**src/rtl/v_lsu_seq_pkg.sv**
```systemverilog
// Shared constants, state encoding and beat arithmetic for the vector LSU sequencer.
// Latency: n/a (declarations only).
// Backpressure: n/a.
package v_lsu_seq_pkg;

  localparam int DEF_VLMAX         = 32;
  localparam int DEF_DATAMEM_BITS  = 14;
  localparam int DEF_DATAMEM_WIDTH = 32;

  // datamem word address fields: [DATAMEM_BITS-1] region, [..:ROW_LSB] row, [BANK_MSB:BANK_LSB] bank
  localparam int BANK_LSB  = 0;
  localparam int BANK_MSB  = 1;
  localparam int ROW_LSB   = 2;
  localparam int NUM_BANKS = 4;

  localparam int VL_W   = 6;  // element count width
  localparam int BEAT_W = 5;  // beat counter width, covers ceil((3+63)/4)
  localparam int IDX_W  = 7;  // signed element index width

  typedef enum logic [1:0] {
    ST_IDLE  = 2'd0,
    ST_RUN   = 2'd1,
    ST_DRAIN = 2'd2
  } lsu_state_e;

  // Number of bank-parallel beats touched by a request: ceil((off + vl) / 4).
  function automatic logic [BEAT_W-1:0] beat_count(input logic [1:0] off,
                                                   input logic [VL_W-1:0] vl);
    logic [6:0] sum;
    sum = {5'd0, off} + {1'b0, vl} + 7'd3;
    return sum[6:2];
  endfunction

endpackage

```
**src/rtl/v_lsu_seq_lanemask.sv**
```systemverilog
// Active-bank mask for one beat: bank b is live when off <= 4*beat+b < off+vl.
// Latency: combinational.
// Backpressure: none.
// Ports: off (bank offset of base), vl (element count), beat (beat index) -> mask (one bit per bank).
module v_lsu_seq_lanemask
  import v_lsu_seq_pkg::*;
(
  input  logic [1:0]           off,
  input  logic [VL_W-1:0]      vl,
  input  logic [BEAT_W-1:0]    beat,
  output logic [NUM_BANKS-1:0] mask
);

  logic [7:0] lo;
  logic [7:0] hi;
  logic [7:0] base;

  always_comb begin
    lo   = {6'd0, off};
    hi   = lo + {2'd0, vl};
    base = {1'b0, beat, 2'b00};
    mask = '0;
    for (int b = 0; b < NUM_BANKS; b++) begin
      mask[b] = ((base + 8'(b)) >= lo) && ((base + 8'(b)) < hi);
    end
  end

endmodule

```
**src/rtl/v_lsu_seq.sv**
```systemverilog
// Unit-stride vector load/store sequencer driving the four-bank datamem core port, one beat per cycle.
// Latency: first beat 1 cycle after accept; load data 1 cycle after issue; done 1 cycle after last beat.
// Backpressure: req_ready only in IDLE; store beats stall while st_valid is low (address held, no writes).
// Ports: req_* request handshake; st_* store data and consume pulse; data_addr/dm_write_*/data_in_* to
//        datamem; data_out_* from datamem; ld_* tagged load return; beat_idx element index of bank 0; done.
module v_lsu_seq
  import v_lsu_seq_pkg::*;
#(
  parameter int DATAMEM_BITS = DEF_DATAMEM_BITS,
  parameter int VLMAX        = DEF_VLMAX,
  parameter int WIDTH        = DEF_DATAMEM_WIDTH
) (
  input  logic                    core_clk,
  input  logic                    rst,
  input  logic                    req_valid,
  output logic                    req_ready,
  input  logic                    req_store,
  input  logic [DATAMEM_BITS-1:0] req_base,
  input  logic [VL_W-1:0]         req_vl,
  input  logic                    st_valid,
  input  logic [WIDTH-1:0]        st_data_0,
  input  logic [WIDTH-1:0]        st_data_1,
  input  logic [WIDTH-1:0]        st_data_2,
  input  logic [WIDTH-1:0]        st_data_3,
  output logic                    st_take,
  output logic signed [IDX_W-1:0] beat_idx,
  output logic [DATAMEM_BITS-1:0] data_addr,
  output logic [3:0]              dm_write_0,
  output logic [3:0]              dm_write_1,
  output logic [3:0]              dm_write_2,
  output logic [3:0]              dm_write_3,
  output logic [WIDTH-1:0]        data_in_0,
  output logic [WIDTH-1:0]        data_in_1,
  output logic [WIDTH-1:0]        data_in_2,
  output logic [WIDTH-1:0]        data_in_3,
  input  logic [WIDTH-1:0]        data_out_0,
  input  logic [WIDTH-1:0]        data_out_1,
  input  logic [WIDTH-1:0]        data_out_2,
  input  logic [WIDTH-1:0]        data_out_3,
  output logic                    ld_valid,
  output logic [NUM_BANKS-1:0]    ld_mask,
  output logic signed [IDX_W-1:0] ld_idx,
  output logic [WIDTH-1:0]        ld_data_0,
  output logic [WIDTH-1:0]        ld_data_1,
  output logic [WIDTH-1:0]        ld_data_2,
  output logic [WIDTH-1:0]        ld_data_3,
  output logic                    done
);

  localparam int ROW_W = DATAMEM_BITS - 3;

  lsu_state_e              state_q, state_d;
  logic [ROW_W-1:0]        row_q;
  logic                    region_q;
  logic [1:0]              off_q;
  logic [VL_W-1:0]         vl_q;
  logic                    store_q;
  logic [BEAT_W-1:0]       beat_q;
  logic                    ld_valid_q;
  logic [NUM_BANKS-1:0]    ld_mask_q;
  logic signed [IDX_W-1:0] ld_idx_q;

  logic                    accept;
  logic [VL_W-1:0]         vl_clamp;
  logic [BEAT_W-1:0]       num_beats;
  logic                    last_beat;
  logic                    in_run;
  logic                    issue;
  logic                    wr_en;
  logic [NUM_BANKS-1:0]    lane_mask;
  logic [ROW_W-1:0]        row_cur;

  v_lsu_seq_lanemask u_lanemask (
    .off  (off_q),
    .vl   (vl_q),
    .beat (beat_q),
    .mask (lane_mask)
  );

  assign req_ready = (state_q == ST_IDLE);
  assign accept    = req_valid & req_ready;
  // Oversized counts are clamped so the beat counter can never run past a legal request.
  assign vl_clamp  = (req_vl > VL_W'(VLMAX)) ? VL_W'(VLMAX) : req_vl;
  assign num_beats = beat_count(off_q, vl_q);
  assign last_beat = (beat_q == num_beats - 1'b1);
  assign in_run    = (state_q == ST_RUN);
  assign issue     = in_run & (~store_q | st_valid);
  assign wr_en     = in_run & store_q & st_valid;
  assign done      = (state_q == ST_DRAIN);

  // Row arithmetic is ROW_W wide so it wraps inside the region; the region bit is never touched.
  assign row_cur   = row_q + ROW_W'(beat_q);
  assign data_addr = in_run ? {region_q, row_cur, 2'b00} : '0;
  // Element index at bank 0: lanes below the base offset come out negative on beat 0.
  assign beat_idx  = $signed({beat_q, 2'b00} - {5'd0, off_q});

  assign st_take    = wr_en;
  assign dm_write_0 = {4{wr_en & lane_mask[0]}};
  assign dm_write_1 = {4{wr_en & lane_mask[1]}};
  assign dm_write_2 = {4{wr_en & lane_mask[2]}};
  assign dm_write_3 = {4{wr_en & lane_mask[3]}};
  assign data_in_0  = st_data_0;
  assign data_in_1  = st_data_1;
  assign data_in_2  = st_data_2;
  assign data_in_3  = st_data_3;

  assign ld_valid  = ld_valid_q;
  assign ld_mask   = ld_mask_q;
  assign ld_idx    = ld_idx_q;
  assign ld_data_0 = data_out_0;
  assign ld_data_1 = data_out_1;
  assign ld_data_2 = data_out_2;
  assign ld_data_3 = data_out_3;

  always_comb begin
    state_d = state_q;
    case (state_q)
      ST_IDLE:  if (accept) state_d = (vl_clamp != '0) ? ST_RUN : ST_DRAIN;
      ST_RUN:   if (issue && last_beat) state_d = ST_DRAIN;
      ST_DRAIN: state_d = ST_IDLE;
      default:  state_d = ST_IDLE;
    endcase
  end

  always_ff @(posedge core_clk) begin
    if (rst) begin
      state_q    <= ST_IDLE;
      row_q      <= '0;
      region_q   <= 1'b0;
      off_q      <= '0;
      vl_q       <= '0;
      store_q    <= 1'b0;
      beat_q     <= '0;
      ld_valid_q <= 1'b0;
      ld_mask_q  <= '0;
      ld_idx_q   <= '0;
    end else begin
      state_q <= state_d;
      if (accept) begin
        row_q    <= req_base[DATAMEM_BITS-2:ROW_LSB];
        region_q <= req_base[DATAMEM_BITS-1];
        off_q    <= req_base[BANK_MSB:BANK_LSB];
        vl_q     <= vl_clamp;
        store_q  <= req_store;
        beat_q   <= '0;
      end else if (issue) begin
        beat_q <= beat_q + 1'b1;
      end
      // Load return is tagged from the issue cycle to line up with datamem's one-cycle read.
      ld_valid_q <= issue & ~store_q;
      ld_mask_q  <= (issue & ~store_q) ? lane_mask : '0;
      ld_idx_q   <= beat_idx;
    end
  end

endmodule

```
**config.mk**
```make
export PLATFORM = sky130hd
export DESIGN_NAME = v_lsu_seq
export DESIGN_NICKNAME = d
export VERILOG_FILES = /design/src/rtl/v_lsu_seq_pkg.sv /design/src/rtl/v_lsu_seq_lanemask.sv /design/src/rtl/v_lsu_seq.sv
export SDC_FILE = /design/constraint.sdc
export NUM_CORES = 1
export LEC_CHECK = 0
export CORE_AREA = 2 2 227 229
export DETAILED_ROUTE_END_ITERATION = 7
export DIE_AREA = 0 0 229 231
export PLACE_DENSITY = 0.41
export SLEW_MARGIN = 20
export SYNTH_ARGS = -nofsm -noshare
export SYNTH_HDL_FRONTEND = slang
export SYNTH_SLANG_ARGS = --single-unit
```
**constraint.sdc**
```tcl
create_clock -name core_clk -period 6.48 [get_ports core_clk]
set_input_delay 0.972 -clock core_clk [delete_from_list [all_inputs] [get_ports core_clk]]
set_output_delay 0.972 -clock core_clk [all_outputs]
set_load 0.05 [all_outputs]
```
==> key figures <==
Placed design
  • Number of buffers added on ports: 74
  • Routability cong.: 0.751
  • Minimum setup slack after placement: 1.77 ns
  • Post-detail-place hpwl: 14.8 mm
  • Cell Count Post-Placement: 1053

STA
  • Setup slack of the critical path after layout: between 1.5 and 2 ns
  • Summed negative setup slack over all endpoints: 0 ns
  • Minimum period implied by the final worst setup slack: 4.93 ns
  • Relative slew slack: 28.5%
  • Upper clock frequency limit: 203 MHz
  • Worst-margin pin slew: about 1.1 ns
  • Clock Skews: 0.00603 ns
  • Setup repair after global routing missed its margin: no
  • Final Hold Viols: 0
  • Final worst-path cycle share: between 70% and 80%
  • Number of endpoints failing setup at the final stage: 0
  • Final Max Slew Viols: 0

Setup path
  • Crit Reg-Reg Startpoint: off_q[1]
  • Worst path max stage delay: roughly 0.88 ns
  • Cell Chain, Critical Path: inv_1 -> ha_1 -> a21oi_1 -> nor2b_1 -> nand3_1 -> xor2_1 -> ha_1 -> a21o_1 -> a21o_1 -> a311o_1 -> nor2_1 -> clkdlybuf4s50_1
  • CP Class: flip-flop to output port
  • R2R Path End: state_q[0]
  • Endpoint required time on the critical path: 5.51 ns
  • Count of buffer and inverter cells on the critical path: 2
  • Cell family with the largest share of critical-path delay: buffers and inverters
  • Crit. End Element: output port
  • Arrival time at the worst endpoint: slightly below 4 ns
  • Standard cell with the maximum stage delay on the critical path: sky130_fd_sc_hd__clkdlybuf4s50_1
  • Critical-path maximum fanout: 8
  • Number of cells traversed by the worst register-to-register path: 11
  • Startpoint kind of the worst setup timing path: flip-flop
  • Slack of the worst reg-to-reg path: between 3 and 4 ns

Global route
  • Number of global-route vias before repair: 2797
  • Met3 usage in global routing: ~4.8%
  • Met1 demand-to-capacity share in global routing: 6.54%
  • Number of antenna violations at the first check in global routing: 4
  • Met2 routing resource usage after global routing: 9.25%
  • Tot GR Track Use: 6.34%
  • Remaining global-route overflow: 0
  • Maximum number of pins on one net before global-route repair: 28
  • Wire length of the first global-routing pass: 23.0 mm
  • Busiest layer in global routing: met2

Yosys
  • Synthesized-area fraction occupied by xor and xnor cells: between 4 and 5%
  • Post-synthesis cell type with the largest combined area: sky130_fd_sc_hd__buf_4
  • Count of yosys warnings during synthesis: 0
  • Post-synth design cell area: 4570 µm²
  • Sequential cell area fraction in the yosys report: 17.5%
  • Dominant combinational cell family by area after synthesis: buffers and inverters
  • Library cells used by synthesis: 43
  • Arithmetic-cell share of the synthesized area counting full adders, half adders and majority gates: 7.34%
  • Fraction of synthesized cell area taken by the top area cell type: ~45%
  • Number of enable flip-flop cells after synthesis: 0
  • Post-synthesis sequential element count: 40
  • Synthesized netlist cell count: between 500 and 600
  • Post-Synth Simple-Gate Area: 13.0%
  • Mux contribution to synthesized area: between 1 and 1.5%
  • Post-synth ARST share: 0%
  • Per-instance average area after synthesis: around 7.8 µm²
  • Top FF cell, synth: sky130_fd_sc_hd__dfxtp_1
  • Area fraction in compound gates after synthesis: 8.19%
  • Top post-synthesis cells by area: sky130_fd_sc_hd__buf_4, sky130_fd_sc_hd__dfxtp_1, sky130_fd_sc_hd__ha_1, sky130_fd_sc_hd__nand2_1, sky130_fd_sc_hd__a21oi_1

Clock tree
  • Clock tree from TritonCTS: built
  • Number of sinks driven by the clock tree: 40
  • Clock root buffer master: sky130_fd_sc_hd__clkbuf_16
  • Count of hold-fix buffers inserted at cts: 0
  • Maximum root-to-sink buffer count: 2
  • Post-CTS clock slew at the launch and capture registers of the worst setup and hold paths: 0.07 ns
  • Clock buffer count from CTS: 5
  • Count of instances resized after the clock tree is built: 0
  • Buffers inserted during post-CTS setup optimization: 0
  • Worst-Skew Late Latency: 0.30 ns
  • Number of levels the H-tree was split into: 2

Route
  • Final routed wire length divided by cell count: between 15 and 20 µm
  • Via total after detailed routing: 2797
  • Starting DRC count in detailed routing: roughly 110
  • Total detailed-routing wirelength: approximately 18 mm
  • Vias per std cell: 2.63
  • Initial DRT Pass Iterations: 4
  • Antenna-violating nets left: 0
  • Detailed-route DRC error count: 0

Die
  • Die X-Extent: 229 µm
  • Die area: 52900 µm²
  • Count of standard-cell rows: 83
  • Die height: ~230 µm
  • Starting density of the core: 9.01%
  • Core box area: 50700 µm²
  • Top-level port count: 589

Finish
  • Utilization after layout: 8.35%
  • Net count, final: ~690
  • Most frequent standard cell in the layout excluding fill and tap cells: sky130_fd_sc_hd__clkdlybuf4s50_1
  • Commonest cells after routing, fill and taps aside: sky130_fd_sc_hd__clkdlybuf4s50_1, sky130_fd_sc_hd__nand2_1, sky130_fd_sc_hd__dfxtp_1, sky130_fd_sc_hd__a21oi_1
  • Number of cells in the finished layout apart from fillers: 1062
  • Layout overhead on the synthesized area: -7.32%
  • Layout cell share with drive strength beyond 1: 3.94%

Pwr
  • Peak supply drop: between 0.08 and 0.09 mV
  • Power density cells: 188 nW/µm²
  • Reported leakage power: roughly 1.4 nW

Worst hold path
  • Class of the tightest hold or removal check: flip-flop to flip-flop
  • Worst min-delay path startpoint: region_q
  • Endpoint of the worst hold-timing path: region_q
  • Hold path depth: 2

Run status
  • Outcome: finished, final reports clean

Flow run
  • Number of maximum-capacitance constraint violations: 0
-- worst min-delay path: stages (launching register included) --
cell and delay (ns):
sky130_fd_sc_hd__dfxtp_1 0.31, sky130_fd_sc_hd__nand2_1 0.05, sky130_fd_sc_hd__a21oi_1 0.05
-- layer usage --
metal  routed length (µm)  up-vias
li1                     -     1185
met1                 6340     1213
met2                 7370      287
met3                 2830      106
met4                  975        6
met5                   34        -
-- through the flow --
step	power (mW)	hold WS (ns)	cell area [µm²]
global placement	0.496	0.442	4060
floorplan	0.846	0.432	4570
finish	0.795	0.458	4230
detailed placement	0.498	0.453	4060
global route	0.839	0.492	4230
CTS	0.821	0.464	4230
-- cells by family (layout without fill, tap and decap cells) --
family / count (synthesis) / in the layout
muxes: 5 / 5
AOI/OAI and AO/OA: 61 / 61
DFF: 40 / 40
adders and majority gates: 25 / 25
and+or+nand+nor: 122 / 122
buffers and inverters: 304 / 102
other: 1 / 3
xor gates and xnor gates: 24 / 24
-- state kept, by name, summed over array words and instances, names as in the netlist --
register,cells
row_q,11
ld_idx,7
vl_q,6
beat_q,5
ld_mask,4
off_q,2
state_q,2
ld_valid,1
region_q,1
store_q,1
-- cells in the mapped netlist, types with 6 or more instances --
cell type,instances
sky130_fd_sc_hd__clkbuf_1,8
sky130_fd_sc_hd__dfxtp_1,40
sky130_fd_sc_hd__a21oi_1,35
sky130_fd_sc_hd__xor2_1,12
sky130_fd_sc_hd__nor2_1,22
sky130_fd_sc_hd__nand2_1,47
sky130_fd_sc_hd__inv_1,18
sky130_fd_sc_hd__o21ai_0,6
sky130_fd_sc_hd__xnor2_1,12
sky130_fd_sc_hd__nand3_1,10
sky130_fd_sc_hd__buf_4,272
sky130_fd_sc_hd__and2_1,10
sky130_fd_sc_hd__ha_1,22
-- power by group --
part / leakage [nW] / total [mW] / internal (mW) / switching, mW
clock: 0.0804 / 0.309 / 0.184 / 0.125
sequential: 0.327 / 0.274 / 0.259 / 0.0144
combinational: 0.978 / 0.213 / 0.0794 / 0.133
total: 1.39 / 0.795 / 0.523 / 0.272
-- area by class of cell --
type | instances | area (µm²)
antenna | 1 | 2.50
clock buffer | 5 | 125
clock inverter | 3 | 46.3
fill | 6009 | 46400
inverter | 18 | 67.6
multi-input combinational | 239 | 1580
sequential | 40 | 801
tap | 680 | 851
timing repair buffer | 76 | 756
-- worst max-delay path by stage --
stage | slack (ns) | cells past startpoint | end | start
floorplan | 2.17 | 12 | dm_write_1[1] | off_q[1]
global placement | 1.85 | 12 | dm_write_1[0] | off_q[1]
detailed placement | 1.77 | 12 | dm_write_1[2] | off_q[1]
CTS | 1.44 | 12 | dm_write_1[1] | off_q[1]
global route | 1.24 | 12 | dm_write_1[3] | off_q[1]
finish | 1.55 | 12 | dm_write_1[1] | off_q[1]
Power figures use the tool's default switching activity.
